`src/rtl/reg_dump_reader.sv`:
```
// reg_dump_reader
// ---------------
// Walks a contiguous range of the system's debug register file and streams
// every value, tagged with its index, to a downstream consumer over a
// valid/ready handshake. It takes the place of a bench driving the debug
// read port by hand.
//
// Ports
//   SYS_clk, SYS_reset       clock; synchronous active-high reset
//   start, abort             begin a sweep (idle only) / end the current sweep
//   first_add, last_add      inclusive index range, latched on start
//   dbg_reg_add, dbg_reg     debug read port of the system (index out, value in)
//   out_valid, out_ready     stream handshake
//   out_data, out_add        captured value and its index
//   busy                     high whenever a sweep is in progress
//   done                     one-cycle pulse after the last word is accepted
//   err                      one-cycle pulse when start has first_add > last_add
//
// READ_LAT is the number of extra cycles the debug port needs after an index
// change before dbg_reg is valid (0..3, 0 = combinational read).

module reg_dump_reader #(
    parameter int READ_LAT = 0,
    parameter int ADDR_W   = 5
) (
    input  logic              SYS_clk,
    input  logic              SYS_reset,
    input  logic              start,
    input  logic              abort,
    input  logic [ADDR_W-1:0] first_add,
    input  logic [ADDR_W-1:0] last_add,
    output logic [31:0]       dbg_reg_add,
    input  logic [31:0]       dbg_reg,
    output logic              out_valid,
    input  logic              out_ready,
    output logic [31:0]       out_data,
    output logic [ADDR_W-1:0] out_add,
    output logic              busy,
    output logic              done,
    output logic              err
);

    typedef enum logic [1:0] {
        S_IDLE,
        S_WAIT,
        S_HOLD
    } state_t;

    // Two bits cover every legal read latency (0..3).
    localparam int               CNT_W    = 2;
    localparam logic [CNT_W-1:0] LAT_LOAD = CNT_W'(READ_LAT);

    state_t            state_q, state_d;
    logic [ADDR_W-1:0] cur_q, cur_d;
    logic [ADDR_W-1:0] last_q, last_d;
    logic [CNT_W-1:0]  cnt_q, cnt_d;
    logic              out_valid_q, out_valid_d;
    logic [31:0]       out_data_q, out_data_d;
    logic [ADDR_W-1:0] out_add_q, out_add_d;
    logic              done_q, done_d;
    logic              err_q, err_d;

    // The current index doubles as the debug-port index, so the port is
    // driven straight from a flop and always lies within the latched range.
    assign dbg_reg_add = {{(32 - ADDR_W){1'b0}}, cur_q};
    assign out_valid   = out_valid_q;
    assign out_data    = out_data_q;
    assign out_add     = out_add_q;
    assign busy        = (state_q != S_IDLE);
    assign done        = done_q;
    assign err         = err_q;

    always_comb begin
        state_d     = state_q;
        cur_d       = cur_q;
        last_d      = last_q;
        cnt_d       = cnt_q;
        out_valid_d = out_valid_q;
        out_data_d  = out_data_q;
        out_add_d   = out_add_q;
        done_d      = 1'b0;
        err_d       = 1'b0;

        case (state_q)
            S_IDLE: begin
                // A simultaneous abort suppresses the start.
                if (start && !abort) begin
                    if (first_add <= last_add) begin
                        cur_d   = first_add;
                        last_d  = last_add;
                        cnt_d   = LAT_LOAD;
                        state_d = S_WAIT;
                    end else begin
                        err_d = 1'b1;
                    end
                end
            end

            S_WAIT: begin
                if (abort) begin
                    out_valid_d = 1'b0;
                    state_d     = S_IDLE;
                end else if (cnt_q != '0) begin
                    cnt_d = cnt_q - CNT_W'(1);
                end else begin
                    out_data_d  = dbg_reg;
                    out_add_d   = cur_q;
                    out_valid_d = 1'b1;
                    state_d     = S_HOLD;
                end
            end

            S_HOLD: begin
                // Abort wins over a handshake in the same cycle: the word is
                // consumed but the sweep ends without done.
                if (abort) begin
                    out_valid_d = 1'b0;
                    state_d     = S_IDLE;
                end else if (out_ready) begin
                    out_valid_d = 1'b0;
                    // Compare before incrementing so an inclusive limit at
                    // the top index never wraps back to zero.
                    if (cur_q == last_q) begin
                        done_d  = 1'b1;
                        state_d = S_IDLE;
                    end else begin
                        cur_d   = cur_q + ADDR_W'(1);
                        cnt_d   = LAT_LOAD;
                        state_d = S_WAIT;
                    end
                end
            end

            default: begin
                state_d = S_IDLE;
            end
        endcase
    end

    always_ff @(posedge SYS_clk) begin
        if (SYS_reset) begin
            state_q     <= S_IDLE;
            cur_q       <= '0;
            last_q      <= '0;
            cnt_q       <= '0;
            out_valid_q <= 1'b0;
            out_data_q  <= '0;
            out_add_q   <= '0;
            done_q      <= 1'b0;
            err_q       <= 1'b0;
        end else begin
            state_q     <= state_d;
            cur_q       <= cur_d;
            last_q      <= last_d;
            cnt_q       <= cnt_d;
            out_valid_q <= out_valid_d;
            out_data_q  <= out_data_d;
            out_add_q   <= out_add_d;
            done_q      <= done_d;
            err_q       <= err_d;
        end
    end

endmodule

```
`config.mk`:
```
export PLATFORM = sky130hd
export DESIGN_NAME = reg_dump_reader
export DESIGN_NICKNAME = d
export VERILOG_FILES = /design/src/rtl/reg_dump_reader.sv
export SDC_FILE = /design/constraint.sdc
export NUM_CORES = 1
export LEC_CHECK = 0
export CAP_MARGIN = 40
export CORE_UTILIZATION = 40
export CTS_BUF_LIST = sky130_fd_sc_hd__clkbuf_16
export DETAILED_ROUTE_END_ITERATION = 6
export PLACE_DENSITY_LB_ADDON = 0.3
export SLEW_MARGIN = 20
export SYNTH_ARGS = -nofsm -noshare
export SYNTH_HDL_FRONTEND = slang
export SYNTH_SLANG_ARGS = --single-unit
```
`constraint.sdc`:
```
create_clock -name SYS_clk -period 2.9 [get_ports SYS_clk]
set_clock_uncertainty 0.2 [all_clocks]
set_input_delay 0.58 -clock SYS_clk [delete_from_list [all_inputs] [get_ports SYS_clk]]
set_output_delay 0.58 -clock SYS_clk [all_outputs]
set_load 0.01 [all_outputs]
```
==> results of run 1 <==
## per-layer routing
layer | GRT usage [%] | up-vias
li1 | - | 1236
met2 | 30.25 | 101
met3 | 4.274 | 12
met1 | 23.46 | 1089
met4 | 6.740 | 0
met5 | 0 | -
## power by group
| part | leakage, nW | internal (mW) | switching (mW) |
|---|---|---|---|
| logic | 0.863 | 0.163 | 0.169 |
| clock network | 0.0701 | 0.317 | 0.259 |
| registers | 0.437 | 0.771 | 0.0240 |
## cells in the final DEF, fill, tap and decap left out, types with 5 or more instances in the layout
cell type         n
clkdlybuf4s50_1  91
nand2_1          82
dfxtp_1          54
a21oi_1          48
conb_1           27
nor2_1           14
inv_1            12
nand3_1           7
ha_1              7
o21ai_0           6
xnor2_1           5
clkbuf_16         5
## critical path: stages
cell and delay (ps):
clkdlybuf4s50_1 480, inv_1 50, ha_1 280, a21o_1 160, a21oi_1 250, a21oi_2 150, a211o_4 330, mux2_4 300
## registers in the layout, indices dropped and copies added, names as in the netlist
register	cells
out_valid	1
out_add	5
state_q	2
cur_q	5
last_q	5
out_data	32
done	1
cnt_q	2
err	1
## logic make-up (layout without fill, tap and decap cells)
family	count (synthesis)	after routing	synth area share, %
mux	3	3	1.527
compound gates	78	78	17.99
simple gates	129	129	22.14
fa+ha+maj	7	7	3.340
other cells	1	27	0.1430
xor+xnor	5	5	1.670
buf+inv	54	116	11.98
flops	54	54	41.22
## cell type report
type / count / area [µm²] / area share, %
multi-input combinational: 249 / 1325 / 36.28
sequential: 54 / 1081 / 29.60
timing repair buffer: 97 / 965.9 / 26.45
clock buffer: 5 / 125.1 / 3.426
tap: 77 / 96.34 / 2.638
inverter: 12 / 45.04 / 1.233
clock inverter: 2 / 13.76 / 0.3768
## through the flow
step	total power [mW]	setup WS (ps)	util, %
after floorplan	1.011	614.3	-
after global placement	1.140	44.74	55.33
after detailed placement	1.143	15.32	55.33
after CTS	1.719	316.5	57.52
after global routing	1.796	202.5	57.52
final	1.703	300.6	57.52
## worst paths after layout
check | endpoint | cells after the start
worst max-delay path | cur_q[1]$_SDFFE_PP0P_ | 8
worst min-delay path | out_data[18]$_SDFFE_PP0P_ | 2
worst min register to register | out_data[18]$_SDFFE_PP0P_ | 2
worst max register to register | cnt_q[0]$_SDFFE_PP0P_ | 5
==> flow_metrics.env, run 1 <==
export IMPL_wl_met2_mm=2.787
export IMPL_htree_levels=2
export IMPL_clock_latency_ps=280
export IMPL_io_pins=120
export IMPL_avgSynthCellArea_um2=7.923
export IMPL_path_clk_slew_ps=70
export IMPL_fin_nets=473
export IMPL_maxSlewHeadroom_pct=56.19
export IMPL_ys_seq_area_share_pct=41.22
export IMPL_die_h_um=82.97
export IMPL_numPortBuffers=92
export IMPL_fin_area_um2=3652
export IMPL_drt_wl_total_mm=6.189
export IMPL_dr_pass1_iters=4
export IMPL_drcViolationCount=0
export IMPL_core_area_um2=6350
export IMPL_outcome="finished clean"
export IMPL_cts_tree="built"
export IMPL_post_cts_resized=0
export IMPL_required_ps=2870
export IMPL_rsz0062_at_grt="no"
export IMPL_tns_ps=0
export IMPL_p_leak_nw=1.370
export IMPL_core_rowCount=29
export IMPL_fp_dieW_um=82.97
export IMPL_wl_met1_mm=2.846
export IMPL_arrival_ps=2570
export IMPL_antenna_found_initial=0
export IMPL_netlist_area_um2=2623
export IMPL_cp_start_kind="input pin"
export IMPL_end_kind="flop"
export IMPL_placed_cell_area_um2=3513
export IMPL_postSynthCellCount=331
export IMPL_drv_cap=0
export IMPL_drt_iter0_drc=103
export IMPL_power_density_nw_per_um2=466.4
export IMPL_num_vias=2438
export IMPL_hold_slack_ps=253.0
export IMPL_wl_per_cell_um=12.48
export IMPL_grt_overflow=0
export IMPL_n_antenna_cell=0
export IMPL_hold_start="out_data[18]$_SDFFE_PP0P_"
export IMPL_synth_top_area_cell="dfxtp_1"
export IMPL_final_hold_violation_count=0
export IMPL_dp_cells=489
export IMPL_grt_pass1_vias=2221
export IMPL_r2r_start="state_q[1]$_SDFFE_PP0P_"
export IMPL_yosys_warnings=0
export IMPL_ir_drop_v=0.0002796
export IMPL_cts_sinks=54
export IMPL_synth_most_common_cell="nand2_1"
export IMPL_grt_util_all_layers_pct=18.39
export IMPL_synth_top_area_share_pct=41.22
export IMPL_gp_congestion=0.9051
export IMPL_synthTopCellsByArea="dfxtp_1 41%, nand2_1 12%, a21oi_1 9.2%"
export IMPL_viasPerCell=4.915
export IMPL_ys_types=42
export IMPL_cts_root_buffer="clkbuf_16"
export IMPL_final_fill_count=573
export IMPL_ys_flop_type="dfxtp_1"
export IMPL_grt_max_degree=40
export IMPL_dp_hpwl_mm=4.519
export IMPL_fmax_mhz=384.7
export IMPL_cts_hold_buffers=0
export IMPL_wl_met3_um=410
export IMPL_finalCriticalPeriod_ps=2599
export IMPL_synthTopCellsByCount="82 x nand2_1, 54 x dfxtp_1, 48 x a21oi_1"
export IMPL_area_growth_pct=39.27
export IMPL_worst_r2r_setup_slack_ps=740
export IMPL_postRouteAntennaNets=0
export IMPL_period_share_pct=89.63
export IMPL_top_layer_used="met4"
export IMPL_post_cts_buffers=0
export IMPL_worstMarginPinSlew_ps=657.1
export IMPL_drive_gt1_share_pct=5.251
export IMPL_crit_start="last_add[3]"
export IMPL_synth_edf_count=0
export IMPL_grt_first_pass_wirelength_mm=10.49
export IMPL_maxSlewViolCount=0
export IMPL_initial_utilization_pct=41.30
export IMPL_async_flop_share_pct=0
export IMPL_ys_seq_elements=54
export IMPL_hold_class="flop to flop"
export IMPL_crit_type="input pin to flop"
export IMPL_dieArea_um2=6884
export IMPL_cts_made_buffers=5
export IMPL_stdcell_count=496
export IMPL_clockBufferDepth=2
export IMPL_crit_fanout=5
export IMPL_setup_violations=0
Note: power is estimated with default switching activity, not from simulation.
==> run 2, diff against run 1 <==
--- a/config.mk
+++ b/config.mk
@@ -6,5 +6,6 @@
 export NUM_CORES = 1
 export LEC_CHECK = 0
-export CAP_MARGIN = 40
+export CAP_MARGIN = 20
+export CORE_ASPECT_RATIO = 1.2
 export CORE_UTILIZATION = 40
 export CTS_BUF_LIST = sky130_fd_sc_hd__clkbuf_16
--- a/constraint.sdc
+++ b/constraint.sdc
@@ -3,3 +3,3 @@
 set_input_delay 0.58 -clock SYS_clk [delete_from_list [all_inputs] [get_ports SYS_clk]]
 set_output_delay 0.58 -clock SYS_clk [all_outputs]
-set_load 0.01 [all_outputs]
+set_load 0.1 [all_outputs]
==> run 2 against run 1 <==
Effect of this change:
- power increased by 22%
- final cell count increased by 1.0%
- critical path depth unchanged
- die area about the same
- combinational power increased by 89%
- sequential power about the same
- first-iteration DRC count decreased by 14%
- final area decreased by 2.3%
- non-clock buffer count unchanged
- setup slack got worse by 9.1 ps
- clock power increased by 14%
- routed wire length increased by 1.7%
- critical path type unchanged
- critical endpoint is now cur_q[0]$_SDFFE_PP0P_
- largest power group unchanged
==> flow_metrics.env, run 2 (same netlist as run 1, synthesis figures left out) <==
export IMPL_outcome="finished clean"
export IMPL_drt_wl_total_mm=6.297
export IMPL_initial_utilization_pct=42.52
export IMPL_period_share_pct=89.95
export IMPL_antenna_found_initial=0
export IMPL_path_clk_slew_ps=70
export IMPL_fmax_mhz=383.4
export IMPL_ir_drop_v=0.0003548
export IMPL_grt_util_all_layers_pct=18.17
export IMPL_max_stage_delay_ps=470
export IMPL_grt_max_degree=38
export IMPL_hold_class="flop to flop"
export IMPL_pre_cts_slack_ps=-5.867
export IMPL_drcViolationCount=0
export IMPL_wl_per_cell_um=12.57
export IMPL_rsz0062_at_grt="no"
export IMPL_slowest_stage="clkdlybuf4s50_1"
export IMPL_crit_start="last_add[3]"
export IMPL_maxSlewHeadroom_pct=65.57
export IMPL_crit_type="input pin to flop"
export IMPL_drive_gt1_share_pct=16.23
export IMPL_fin_nets=473
export IMPL_fin_ws_ps=291.5
export IMPL_dr_pass1_iters=4
export IMPL_cts_sinks=54
export IMPL_p_leak_nw=1.472
export IMPL_final_hold_violation_count=0
export IMPL_finalCriticalPeriod_ps=2608
export IMPL_tns_ps=0
export IMPL_num_vias=2426
export IMPL_postRouteAntennaNets=0
export IMPL_viasPerCell=4.842
export IMPL_area_growth_pct=36.07
export IMPL_numPortBuffers=92
export IMPL_fp_dieW_um=75.92
export IMPL_n_antenna_cell=0
export IMPL_gp_congestion=0.8313
export IMPL_drt_iter0_drc=89
export IMPL_cts_root_buffer="clkbuf_16"
export IMPL_drv_cap=0
export IMPL_cts_hold_buffers=0
export IMPL_die_h_um=90.70
export IMPL_clock_latency_ps=280
export IMPL_hold_start="out_data[11]$_SDFFE_PP0P_"
export IMPL_grt_overflow=0
export IMPL_cp_start_kind="input pin"
export IMPL_htree_levels=2
export IMPL_final_cell_mix="82 x nand2_1, 54 x dfxtp_1, 50 x buf_4"
export IMPL_regArea_um2=1081
export IMPL_final_fill_count=593
export IMPL_grt_first_pass_wirelength_mm=10.24
export IMPL_cts_tree="built"
export IMPL_core_rowCount=31
export IMPL_worstMarginPinSlew_ps=516.5
export IMPL_multi_input_area_um2=1325
export IMPL_path_cells="clkdlybuf4s50_1 > inv_1 > ha_1 > a21o_1 > a21oi_1 > a21oi_2 > a211o_4 > mux2_4"
export IMPL_dieArea_um2=6885
export IMPL_grt_pass1_vias=2165
export IMPL_power_density_nw_per_um2=582.8
export IMPL_end_kind="flop"
export IMPL_crit_fanout=5
export IMPL_r2r_start="state_q[1]$_SDFFE_PP0P_"
export IMPL_dp_hpwl_mm=4.652
export IMPL_setup_violations=0
export IMPL_layout_commonest_cell="nand2_1"
export IMPL_hold_slack_ps=255.4
export IMPL_fin_util_pct=57.86
export IMPL_post_cts_resized=0
export IMPL_maxSlewViolCount=0
export IMPL_arrival_ps=2580
export IMPL_largest_register_ffs=32
export IMPL_post_cts_buffers=0
export IMPL_p_total_mw=2.080
export IMPL_io_pins=120
export IMPL_clockBufferDepth=2
export IMPL_cts_made_buffers=5
export IMPL_core_area_um2=6167
export IMPL_required_ps=2880
[run 2: cell types whose count changed in the layout (fill, tap and decap cells not counted), sizes merged]
| cell | previous run | this run |
|---|---|---|
| bufinv | 0 | 1 |
| buf | 6 | 52 |
| inv | 13 | 12 |
| clkdlybuf4s50 | 91 | 45 |
[run 2: path summary, 6_finish.rpt]
| path | to | slack (ps) | cells after the start |
|---|---|---|---|
| hold / removal | out_data[11]$_SDFFE_PP0P_ | 260 | 2 |
| setup reg to reg | cnt_q[0]$_SDFFE_PP0P_ | 770 | 5 |
| setup / recovery | cur_q[0]$_SDFFE_PP0P_ | 290 | 8 |
| hold reg to reg | out_data[11]$_SDFFE_PP0P_ | 260 | 2 |
[run 2: critical path: cells and delay by family]
kind | cells | cell delay, ps
AO/OA/AOI/OAI | 4 | 910
buffers and inverters | 2 | 520
adder cells (fa/ha/maj) | 1 | 280
multiplexers | 1 | 300
[run 2: layout make-up]
cell class	count	share of cell area, %
clock inverters	2	1.087
inverters	12	1.262
repair buffers	97	23.84
clock buffers	5	3.506
well taps	82	2.875
multi-input cells	249	37.13
flip-flops and latches	54	30.29
[run 2: power by group]
| part | total, mW | internal (mW) | switching, mW |
|---|---|---|---|
| Combinational | 0.626 | 0.154 | 0.472 |
| Sequential | 0.794 | 0.771 | 0.0233 |
| Clock | 0.659 | 0.404 | 0.255 |
[run 2: layer usage]
| layer | vias to the layer above | part of all wire (%) | global-route usage [%] |
|---|---|---|---|
| li1 | 1232 | - | - |
| met4 | 0 | 0.76 | 5.609 |
| met1 | 1107 | 42 | 21.27 |
| met5 | - | 0 | 0 |
| met2 | 83 | 52 | 33.11 |
| met3 | 4 | 5.4 | 3.535 |
[run 2: stage by stage]
step                      cell area (µm²)  instances
after detailed placement             3405        494
after floorplan                      2720        357
after CTS                            3568        501
after global routing                 3568        501
after global placement               3405        494
final                                3568        501
==> run 3, diff against run 2 <==
Settings changed: REMOVE_ABC_BUFFERS from default to 1.
==> run 3 against run 2 <==
Effect of this change:
- first-iteration DRC count grew 21%
- critical path depth is the same
- global-route usage shrank 0.79 points
- clock power shrank 0.9%
- combinational power is essentially flat
- utilization is essentially flat
==> flow_metrics.env, run 3 (same netlist as run 1, synthesis figures left out) <==
export IMPL_clockBufferDepth=2
export IMPL_p_seq_share_pct=38.4
export IMPL_io_pins=120
export IMPL_numPortBuffers=92
export IMPL_dp_hpwl_mm=4.392
export IMPL_initial_utilization_pct=42.52
export IMPL_cts_tree="built"
export IMPL_ir_drop_v=0.0003021
export IMPL_drive_gt1_share_pct=16.19
export IMPL_slowest_stage="clkdlybuf4s50_1"
export IMPL_layout_commonest_cell="nand2_1"
export IMPL_num_vias=2395
export IMPL_dieArea_um2=6885
export IMPL_crit_fanout=5
export IMPL_worst_r2r_setup_slack_ps=830
export IMPL_hold_class="flop to flop"
export IMPL_path_clk_slew_ps=70
export IMPL_path_delay_family="compound AO/OA/AOI/OAI gates"
export IMPL_end_kind="flop"
export IMPL_p_leak_nw=1.473
export IMPL_viasPerCell=4.771
export IMPL_comb_power_share_pct=30.1
export IMPL_drt_wl_total_mm=5.931
export IMPL_maxSlewHeadroom_pct=53.06
export IMPL_tns_ps=0
export IMPL_fp_dieW_um=75.92
export IMPL_fin_nets=473
export IMPL_cts_sinks=54
export IMPL_sw_frac_of_total_pct=35.80
export IMPL_crit_type="input pin to flop"
export IMPL_fin_util_pct=57.90
export IMPL_drcViolationCount=0
export IMPL_path_cells="clkdlybuf4s50_1 > inv_1 > ha_1 > a21o_1 > a21oi_1 > a21oi_2 > a211o_4 > mux2_4"
export IMPL_arrival_ps=2570
export IMPL_power_switching_mw=0.7411
export IMPL_cts_hold_buffers=0
export IMPL_internal_power_mw=1.329
export IMPL_drv_cap=0
export IMPL_grt_max_degree=41
export IMPL_postRouteAntennaNets=0
export IMPL_grt_util_all_layers_pct=17.39
export IMPL_outcome="finished clean"
export IMPL_r2r_cells=5
export IMPL_crit_end="cur_q[0]$_SDFFE_PP0P_"
export IMPL_stdcell_count=502
export IMPL_post_cts_resized=0
export IMPL_antenna_found_initial=0
export IMPL_die_h_um=90.70
export IMPL_drt_iter0_drc=108
export IMPL_cts_root_buffer="clkbuf_16"
export IMPL_fmax_mhz=385.3
export IMPL_placed_cell_area_um2=3405
export IMPL_cp_start_kind="input pin"
export IMPL_period_share_pct=89.48
export IMPL_rsz0062_at_grt="no"
export IMPL_n_antenna_cell=0
export IMPL_r2r_end="cnt_q[0]$_SDFFE_PP0P_"
export IMPL_area_growth_pct=36.16
export IMPL_finalCriticalPeriod_ps=2595
export IMPL_maxSlewViolCount=0
export IMPL_largest_register_ffs=32
export IMPL_power_density_nw_per_um2=579.7
export IMPL_setup_violations=0
export IMPL_worstMarginPinSlew_ps=704.2
export IMPL_cp_depth=8
export IMPL_final_hold_violation_count=0
export IMPL_max_stage_delay_ps=470
export IMPL_dr_pass1_iters=4
export IMPL_final_cell_mix="82 x nand2_1, 54 x dfxtp_1, 50 x buf_4"
export IMPL_required_ps=2870
export IMPL_post_cts_buffers=0
export IMPL_htree_levels=2
export IMPL_cts_made_buffers=5
export IMPL_r2r_start="state_q[1]$_SDFFE_PP0P_"
export IMPL_wl_per_cell_um=11.81
export IMPL_dp_cells=494
export IMPL_core_area_um2=6167
export IMPL_grt_overflow=0
export IMPL_gp_congestion=0.8013
export IMPL_clock_latency_ps=280
export IMPL_fin_area_um2=3571
export IMPL_clockPowerShare_pct=31.6
export IMPL_crit_start="last_add[3]"
export IMPL_grt_pass1_vias=2227
export IMPL_core_rowCount=31
export IMPL_cp_buffers_inverters=2
export IMPL_grt_first_pass_wirelength_mm=10.09
[run 3: area by class of cell]
cell class | instances | area [µm²]
fillers | 588 | 2596
multi-input cells | 249 | 1325
flip-flops and latches | 54 | 1081
repair buffers | 97 | 850.8
clock buffers | 5 | 125.1
well taps | 82 | 102.6
inverters | 12 | 45.04
clock inverters | 3 | 41.29
[run 3: worst min-delay path by stage]
stage,start,endpoint,cells after the start
after floorplan,cnt_q[1]$_SDFFE_PP0P_,cnt_q[1]$_SDFFE_PP0P_,2
after global placement,out_add[4]$_SDFFE_PP0P_,out_add[4]$_SDFFE_PP0P_,2
after detailed placement,out_data[22]$_SDFFE_PP0P_,out_data[22]$_SDFFE_PP0P_,2
after CTS,out_data[22]$_SDFFE_PP0P_,out_data[22]$_SDFFE_PP0P_,2
after global routing,out_data[12]$_SDFFE_PP0P_,out_data[12]$_SDFFE_PP0P_,2
final,out_data[7]$_SDFFE_PP0P_,out_data[7]$_SDFFE_PP0P_,2
[run 3: power groups by stage]
stage | sequential (mW) | combinational [mW] | clock (mW)
after global placement | 0.810 | 0.620 | 0
after global routing | 0.799 | 0.656 | 0.698
final | 0.794 | 0.623 | 0.653
after detailed placement | 0.811 | 0.623 | 0
after CTS | 0.794 | 0.625 | 0.673
after floorplan | 0.970 | 0.300 | 0
[run 3: stage by stage]
stage	setup WS, ps	hold slack [ps]	power [mW]
floorplan	494.8	248.5	1.270
global placement	76.41	242.5	1.431
detailed placement	10.16	248.2	1.435
CTS	310.3	257.8	2.092
global route	195.2	274.1	2.153
finish	304.9	254.0	2.070
[run 3: worst reg2reg max path, delay by kind of cell, from the launching register on]
kind               cells  cell delay, ps
AOI/OAI and AO/OA      2             270
DFF                    1             610
and+or+nand+nor        3             900
[run 3: layer usage]
metal,vias to the layer above,track usage (%),part of all wire [%]
met5,-,0,0
met4,0,2.885,0.22
met3,2,3.535,7.4
met2,92,30.68,48
met1,1067,22.02,44
li1,1234,-,-
